### src/rtl/atc_pkg.sv
// rtl/atc_pkg.sv - shared types and widths for the ATC tag-CAM lookup sequencer.
package atc_pkg;

  localparam int TAG_W_DEF         = 24;
  localparam int DEPTH_DEF         = 32;
  localparam int PATTERN_W         = TAG_W_DEF + 1;
  localparam int PATTERN_VALID_BIT = TAG_W_DEF;

  typedef enum logic [2:0] {
    ST_FLUSH  = 3'd0,
    ST_IDLE   = 3'd1,
    ST_LOOKUP = 3'd2,
    ST_WALK   = 3'd3,
    ST_FILL   = 3'd4,
    ST_RESP   = 3'd5
  } atc_state_e;

endpackage

### src/rtl/atc_lookup_ctrl.sv
// rtl/atc_lookup_ctrl.sv - ATC tag-CAM sequencer: lookup, walk-on-miss, round-robin fill, flush.
module atc_lookup_ctrl
  import atc_pkg::*;
#(
  parameter  int TAG_W = TAG_W_DEF,
  parameter  int DEPTH = DEPTH_DEF,
  localparam int IDX_W = $clog2(DEPTH)
) (
  input  logic             clk_i,
  input  logic             rst_ni,
  input  logic             req_valid_i,
  output logic             req_ready_o,
  input  logic [TAG_W-1:0] req_tag_i,
  output logic             resp_valid_o,
  input  logic             resp_ready_i,
  output logic             resp_hit_o,
  output logic             resp_fault_o,
  output logic [IDX_W-1:0] resp_idx_o,
  output logic             walk_req_o,
  output logic [TAG_W-1:0] walk_tag_o,
  input  logic             walk_done_i,
  input  logic             walk_fault_i,
  input  logic             flush_i,
  output logic             flush_busy_o,
  output logic [TAG_W:0]   cam_pattern_o,
  output logic             cam_we_o,
  output logic [IDX_W-1:0] cam_wraddr_o,
  input  logic             cam_found_i,
  input  logic [IDX_W-1:0] cam_match_i
);

  localparam logic [IDX_W-1:0] LAST_IDX = IDX_W'(DEPTH - 1);

  atc_state_e       state_q, state_d;
  logic [IDX_W-1:0] cnt_q, cnt_d;
  logic [IDX_W-1:0] victim_q, victim_d;
  logic             pend_q, pend_d;
  logic [TAG_W-1:0] tag_q, tag_d;
  logic             live_q, live_d;
  logic             rvalid_q, rvalid_d;
  logic             rhit_q, rhit_d;
  logic             rfault_q, rfault_d;
  logic [IDX_W-1:0] ridx_q, ridx_d;

  // live_q holds every output at 0 for the first cycle after reset release,
  // so the flush of entry 0 starts one edge after rst_ni rises.
  always_comb begin
    state_d       = state_q;
    cnt_d         = cnt_q;
    victim_d      = victim_q;
    pend_d        = pend_q;
    tag_d         = tag_q;
    live_d        = 1'b1;
    rvalid_d      = rvalid_q;
    rhit_d        = rhit_q;
    rfault_d      = rfault_q;
    ridx_d        = ridx_q;
    req_ready_o   = 1'b0;
    walk_req_o    = 1'b0;
    flush_busy_o  = 1'b0;
    cam_we_o      = 1'b0;
    cam_wraddr_o  = '0;
    cam_pattern_o = '0;
    if (live_q) begin
      cam_pattern_o = {1'b1, tag_q};
      case (state_q)
        ST_FLUSH: begin
          cam_we_o      = 1'b1;
          cam_wraddr_o  = cnt_q;
          cam_pattern_o = '0;
          flush_busy_o  = 1'b1;
          victim_d      = '0;
          pend_d        = 1'b0;
          cnt_d         = cnt_q + IDX_W'(1);
          if (cnt_q == LAST_IDX) state_d = ST_IDLE;
        end
        ST_IDLE: begin
          if (pend_q || flush_i) begin
            pend_d  = 1'b0;
            state_d = ST_FLUSH;
          end else begin
            req_ready_o = 1'b1;
            if (req_valid_i) begin
              tag_d   = req_tag_i;
              state_d = ST_LOOKUP;
            end
          end
        end
        ST_LOOKUP: begin
          pend_d = pend_q | flush_i;
          if (cam_found_i) begin
            rhit_d   = 1'b1;
            rfault_d = 1'b0;
            ridx_d   = cam_match_i;
            state_d  = ST_RESP;
          end else begin
            state_d = ST_WALK;
          end
        end
        ST_WALK: begin
          pend_d     = pend_q | flush_i;
          walk_req_o = 1'b1;
          if (walk_done_i) begin
            if (walk_fault_i) begin
              rhit_d   = 1'b0;
              rfault_d = 1'b1;
              ridx_d   = '0;
              state_d  = ST_RESP;
            end else begin
              state_d = ST_FILL;
            end
          end
        end
        ST_FILL: begin
          pend_d       = pend_q | flush_i;
          cam_we_o     = 1'b1;
          cam_wraddr_o = victim_q;
          rhit_d       = 1'b0;
          rfault_d     = 1'b0;
          ridx_d       = victim_q;
          victim_d     = victim_q + IDX_W'(1);
          state_d      = ST_RESP;
        end
        ST_RESP: begin
          // Response is registered: valid rises one cycle after entering RESP.
          pend_d   = pend_q | flush_i;
          rvalid_d = 1'b1;
          if (rvalid_q && resp_ready_i) begin
            rvalid_d = 1'b0;
            state_d  = ST_IDLE;
          end
        end
        default: state_d = ST_FLUSH;
      endcase
    end
  end

  assign walk_tag_o   = walk_req_o ? tag_q : '0;
  assign resp_valid_o = rvalid_q;
  assign resp_hit_o   = rhit_q;
  assign resp_fault_o = rfault_q;
  assign resp_idx_o   = ridx_q;

  always_ff @(posedge clk_i or negedge rst_ni) begin
    if (!rst_ni) begin
      state_q  <= ST_FLUSH;
      cnt_q    <= '0;
      victim_q <= '0;
      pend_q   <= 1'b0;
      tag_q    <= '0;
      live_q   <= 1'b0;
      rvalid_q <= 1'b0;
      rhit_q   <= 1'b0;
      rfault_q <= 1'b0;
      ridx_q   <= '0;
    end else begin
      state_q  <= state_d;
      cnt_q    <= cnt_d;
      victim_q <= victim_d;
      pend_q   <= pend_d;
      tag_q    <= tag_d;
      live_q   <= live_d;
      rvalid_q <= rvalid_d;
      rhit_q   <= rhit_d;
      rfault_q <= rfault_d;
      ridx_q   <= ridx_d;
    end
  end

endmodule

### config.mk
export PLATFORM = sky130hd
export DESIGN_NAME = atc_lookup_ctrl
export DESIGN_NICKNAME = d
export VERILOG_FILES = /design/src/rtl/atc_pkg.sv /design/src/rtl/atc_lookup_ctrl.sv
export SDC_FILE = /design/constraint.sdc
export NUM_CORES = 1
export LEC_CHECK = 0
export BUFFER_PORTS_ARGS = -buffer_cell sky130_fd_sc_hd__buf_4
export CAP_MARGIN = 20
export CORE_AREA = 4 4 79 81
export DETAILED_ROUTE_END_ITERATION = 10
export DIE_AREA = 0 0 83 85
export GPL_TIMING_DRIVEN = 0
export PLACE_DENSITY_LB_ADDON = 0.1
export SLEW_MARGIN = 40
export SYNTH_ARGS = -nofsm -noshare
export SYNTH_HDL_FRONTEND = slang
export SYNTH_SLANG_ARGS = --single-unit
### constraint.sdc
create_clock -name clk_i -period 2.3 [get_ports clk_i]
set_input_delay 0.46 -clock clk_i [delete_from_list [all_inputs] [get_ports clk_i]]
set_output_delay 0.46 -clock clk_i [all_outputs]
set_load 0.01 [all_outputs]
==> impl_metrics.yaml <==
setup_path:
  crit_chain: "clkbuf_4 > o31a_1 > clkbuf_4 > and2_1 > buf_4"
  worst_r2r_path_depth: 6
  rr_endpoint: "resp_idx_o[2]$_DFFE_PN0P_"
  crit_top_cell: "clkbuf_4"
  cp.arrival_ns: 1.78
  critPathMaxFanout: 10
  crit_family: "buffers and inverters"
  path_buf_inv: 3
  r2r_slack_ns: 0.15
  reg2reg_from: "state_q[1]$_DFFE_PN0P_"
  critPathCaptureType: "primary output"
  criticalPathCategory: "flip-flop to primary output"
  start_kind: "flip-flop"
  critPathSlowestCell: "dfrtp_2"
  cpPeakStageDelay_ns: 0.44
  cp.required_ns: 1.84
layout:
  area_delta_synth_final_pct: 40.7
  drive_above_1_share_pct: 48.1
  diodes: 0
  fillers: 476
  finalNonFillerCells: 432
  fin_nets: 400
route:
  vias: 2194
  drc: 0
  final_antenna_net_count: 0
  dr.pass1.iters: 4
  drt_iter0_markers: 116
  wire_per_inst_um: 14.8
  finalWirelength_um: 6400
  routed_via_density: 5.08
global_route:
  grt_pass1_wl_um: 10600
  grt_util_all_layers_pct: 18.4
  grt_max_degree: 48
  gr-total-overflow: 0
  antenna_found_initial: 0
  grt_pass1_vias: 2174
power:
  p_comb_share_pct: 47.5
  power.internal_mw: 2.51
  pwr-share-clk_pct: 15.7
  power_switching_share_pct: 34.7
  switching_power_mw: 1.33
  p_leak_nw: 1.80
  power_density_nw_per_um2: 1060
  share_seq_of_total_power_pct: 36.8
  peakVddDrop_mv: 0.584
  power.total_mw: 3.84
cts:
  clkTransAtPathRegs_ns: 0.09
  cts_buffers: 5
  clk-insertion-delay-late_ns: 0.30
  cts_tree: "built"
  root_buffer: "clkbuf_8"
  clockBufferDepth: 2
  htreeDepth: 2
  numClockSinks: 47
timing:
  min_period_over_period_pct: 97.6
  setup_viol: 0
  fin_crit_ns: 2.24
  fin_ws_ns: 0.0551
  slew_headroom_pct: 61.0
  finalClockSkew_ns: 0.00433
  drv_slew: 0
  whs_ns: 0.149
  timing.fmax_mhz: 445
  hold_viol: 0
  worst_slew_pin_slew_ns: 0.582
die:
  fp.dieW_um: 83
  die_area_um2: 7060
  fp.coreArea_um2: 5470
  die_h_um: 85
  start_util_pct: 46.9
  num_rows: 27
  ioPinCount: 103
synth:
  synth_top_family_by_area: "simple AND/OR/NAND/NOR gates"
  synth_compound_area_share_pct: 6.83
  async_flop_share_pct: 100
  synth-main-ff-cell: "dfrtp_1"
  ys_ff_latch: 47
  postSynthNetCount: 285
  synthMuxAreaShare_pct: 17.6
  synth_xor_area_share_pct: 1.71
  synth_fa_ha_area_share_pct: 1.95
  yosysUniqueCellTypes: 40
  avgSynthCellArea_um2: 10.5
  synthCells: 244
  synthSimpleGateAreaFrac_pct: 23.3
  syn_area_um2: 2570
  synth_warnings: 0
  synth_edf_count: 0
  yosysSeqAreaShare_pct: 45.8
placement:
  io_buffers: 102
  place_ws_ns: -0.249
  hpwlAfterDp_um: 4680
  gp_congestion: 0.858
  dp.cells: 418
flow_run:
  maxCapViolCount: 0
worst_hold_path:
  hp-class: "primary input to asynchronous set/reset pin"
run_status:
  status: "completed"
## sequential cells by signal, summed over array words and instances, names as in the netlist
signal	count
tag_q	24
cnt_q	5
resp_idx_o	5
victim_q	5
state_q	3
live_q	1
pend_q	1
resp_fault_o	1
resp_hit_o	1
resp_valid_o	1
## cell families after synthesis
logic type | after synthesis
XOR/XNOR | 5
AND/OR/NAND/NOR | 104
buffers and inverters | 17
other | 1
multiplexers | 40
adder cells (fa/ha/maj) | 4
flip-flops | 47
AO/OA/AOI/OAI | 26
## cell usage in the layout (no fill, tap or decap), drive strengths merged, types with 2 or more instances in the layout
cell type / n
buf: 111
and2: 49
dfrtp: 47
mux2: 35
nand2: 17
clkbuf: 16
nor2: 13
a21oi: 7
nand3: 6
mux2i: 5
o22ai: 5
nand4: 4
ha: 4
o31a: 3
nand2b: 3
inv: 3
o21ai: 3
nor2b: 3
xor2: 3
xnor2: 2
or3b: 2
a21boi: 2
clkinv: 2
## routing by layer
metal	track usage, %	up-vias	share of wire, %
met5	0	-	0
met4	6.69	0	1.6
met1	23.4	1041	44
met2	30.2	79	49
met3	4.85	8	5.8
li1	-	1066	-
## worst max-delay path by stage
stage                                 startpoint                endpoint  slack, ns  depth (start not counted)
after floorplan             cnt_q[0]$_DFFE_PN0P_  state_q[0]$_DFFE_PN0P_       0.28                          7
after global placement    state_q[0]$_DFFE_PN0P_          walk_tag_o[17]      -0.18                          6
after detailed placement  state_q[0]$_DFFE_PN0P_          walk_tag_o[18]      -0.25                          6
after CTS                 state_q[2]$_DFFE_PN0P_       cam_pattern_o[11]       0.01                          5
after global routing      state_q[1]$_DFFE_PN0P_       cam_pattern_o[11]     -0.008                          5
final                     state_q[1]$_DFFE_PN0P_       cam_pattern_o[11]       0.06                          5
## through the flow
step	utilization, %	setup TNS [ns]	area (um2)
after floorplan	-	0	2570
after global placement	62.5	-3.03	3420
after detailed placement	62.5	-4.05	3420
after CTS	65.4	0	3580
after global routing	66.0	-0.0124	3610
final	66.0	0	3610
## Yosys cell counts (4+ instances only)
master | number | area share, %
a21oi_1 | 7 | 1.4
and2_1 | 49 | 12
buf_2 | 4 | 0.78
clkbuf_1 | 10 | 1.5
dfrtp_1 | 47 | 46
ha_1 | 4 | 2.0
mux2_2 | 33 | 14
mux2i_1 | 5 | 2.0
nand2_1 | 16 | 2.3
nand3_1 | 6 | 1.2
nand4_1 | 4 | 0.97
nor2_1 | 12 | 1.8
o22ai_1 | 5 | 1.2
## power groups by stage
| stage | logic [mW] | registers [mW] | clock network [mW] |
|---|---|---|---|
| 6_report | 1.83 | 1.41 | 0.604 |
| 3_3_place_gp | 1.71 | 1.42 | 0 |
| 4_1_cts | 1.79 | 1.42 | 0.622 |
| 3_5_place_dp | 1.75 | 1.44 | 0 |
| 2_1_floorplan | 1.07 | 1.40 | 0 |
| 5_1_grt | 1.99 | 1.48 | 0.655 |
## layout make-up
class                           instances  area (um2)  area share (%)
Tap cell                               72        90.1            2.49
Clock inverter                          3        43.8            1.21
Inverter                                3        11.3           0.312
Multi-Input combinational cell        180        1330            36.8
Sequential cell                        47        1180            32.6
Clock buffer                            5        68.8            1.91
Buffer                                 14        78.8            2.18
Timing Repair Buffer                  108         811            22.5
## timing repair
item,CTS,global route
hold buffers,0,0
setup buffers,3,3
gates resized for setup,12,6
pin swaps,2,1
endpoints found under the setup margin,50,45
## worst register-to-register path, cell delays in order (launching register included)
cell and delay, ns:
dfrtp_2 0.44, buf_4 0.16, or3b_2 0.43, clkbuf_1 0.18
o31a_1 0.16, a21boi_2 0.30, mux2_2 0.38
(Power assumes the default switching activity.)
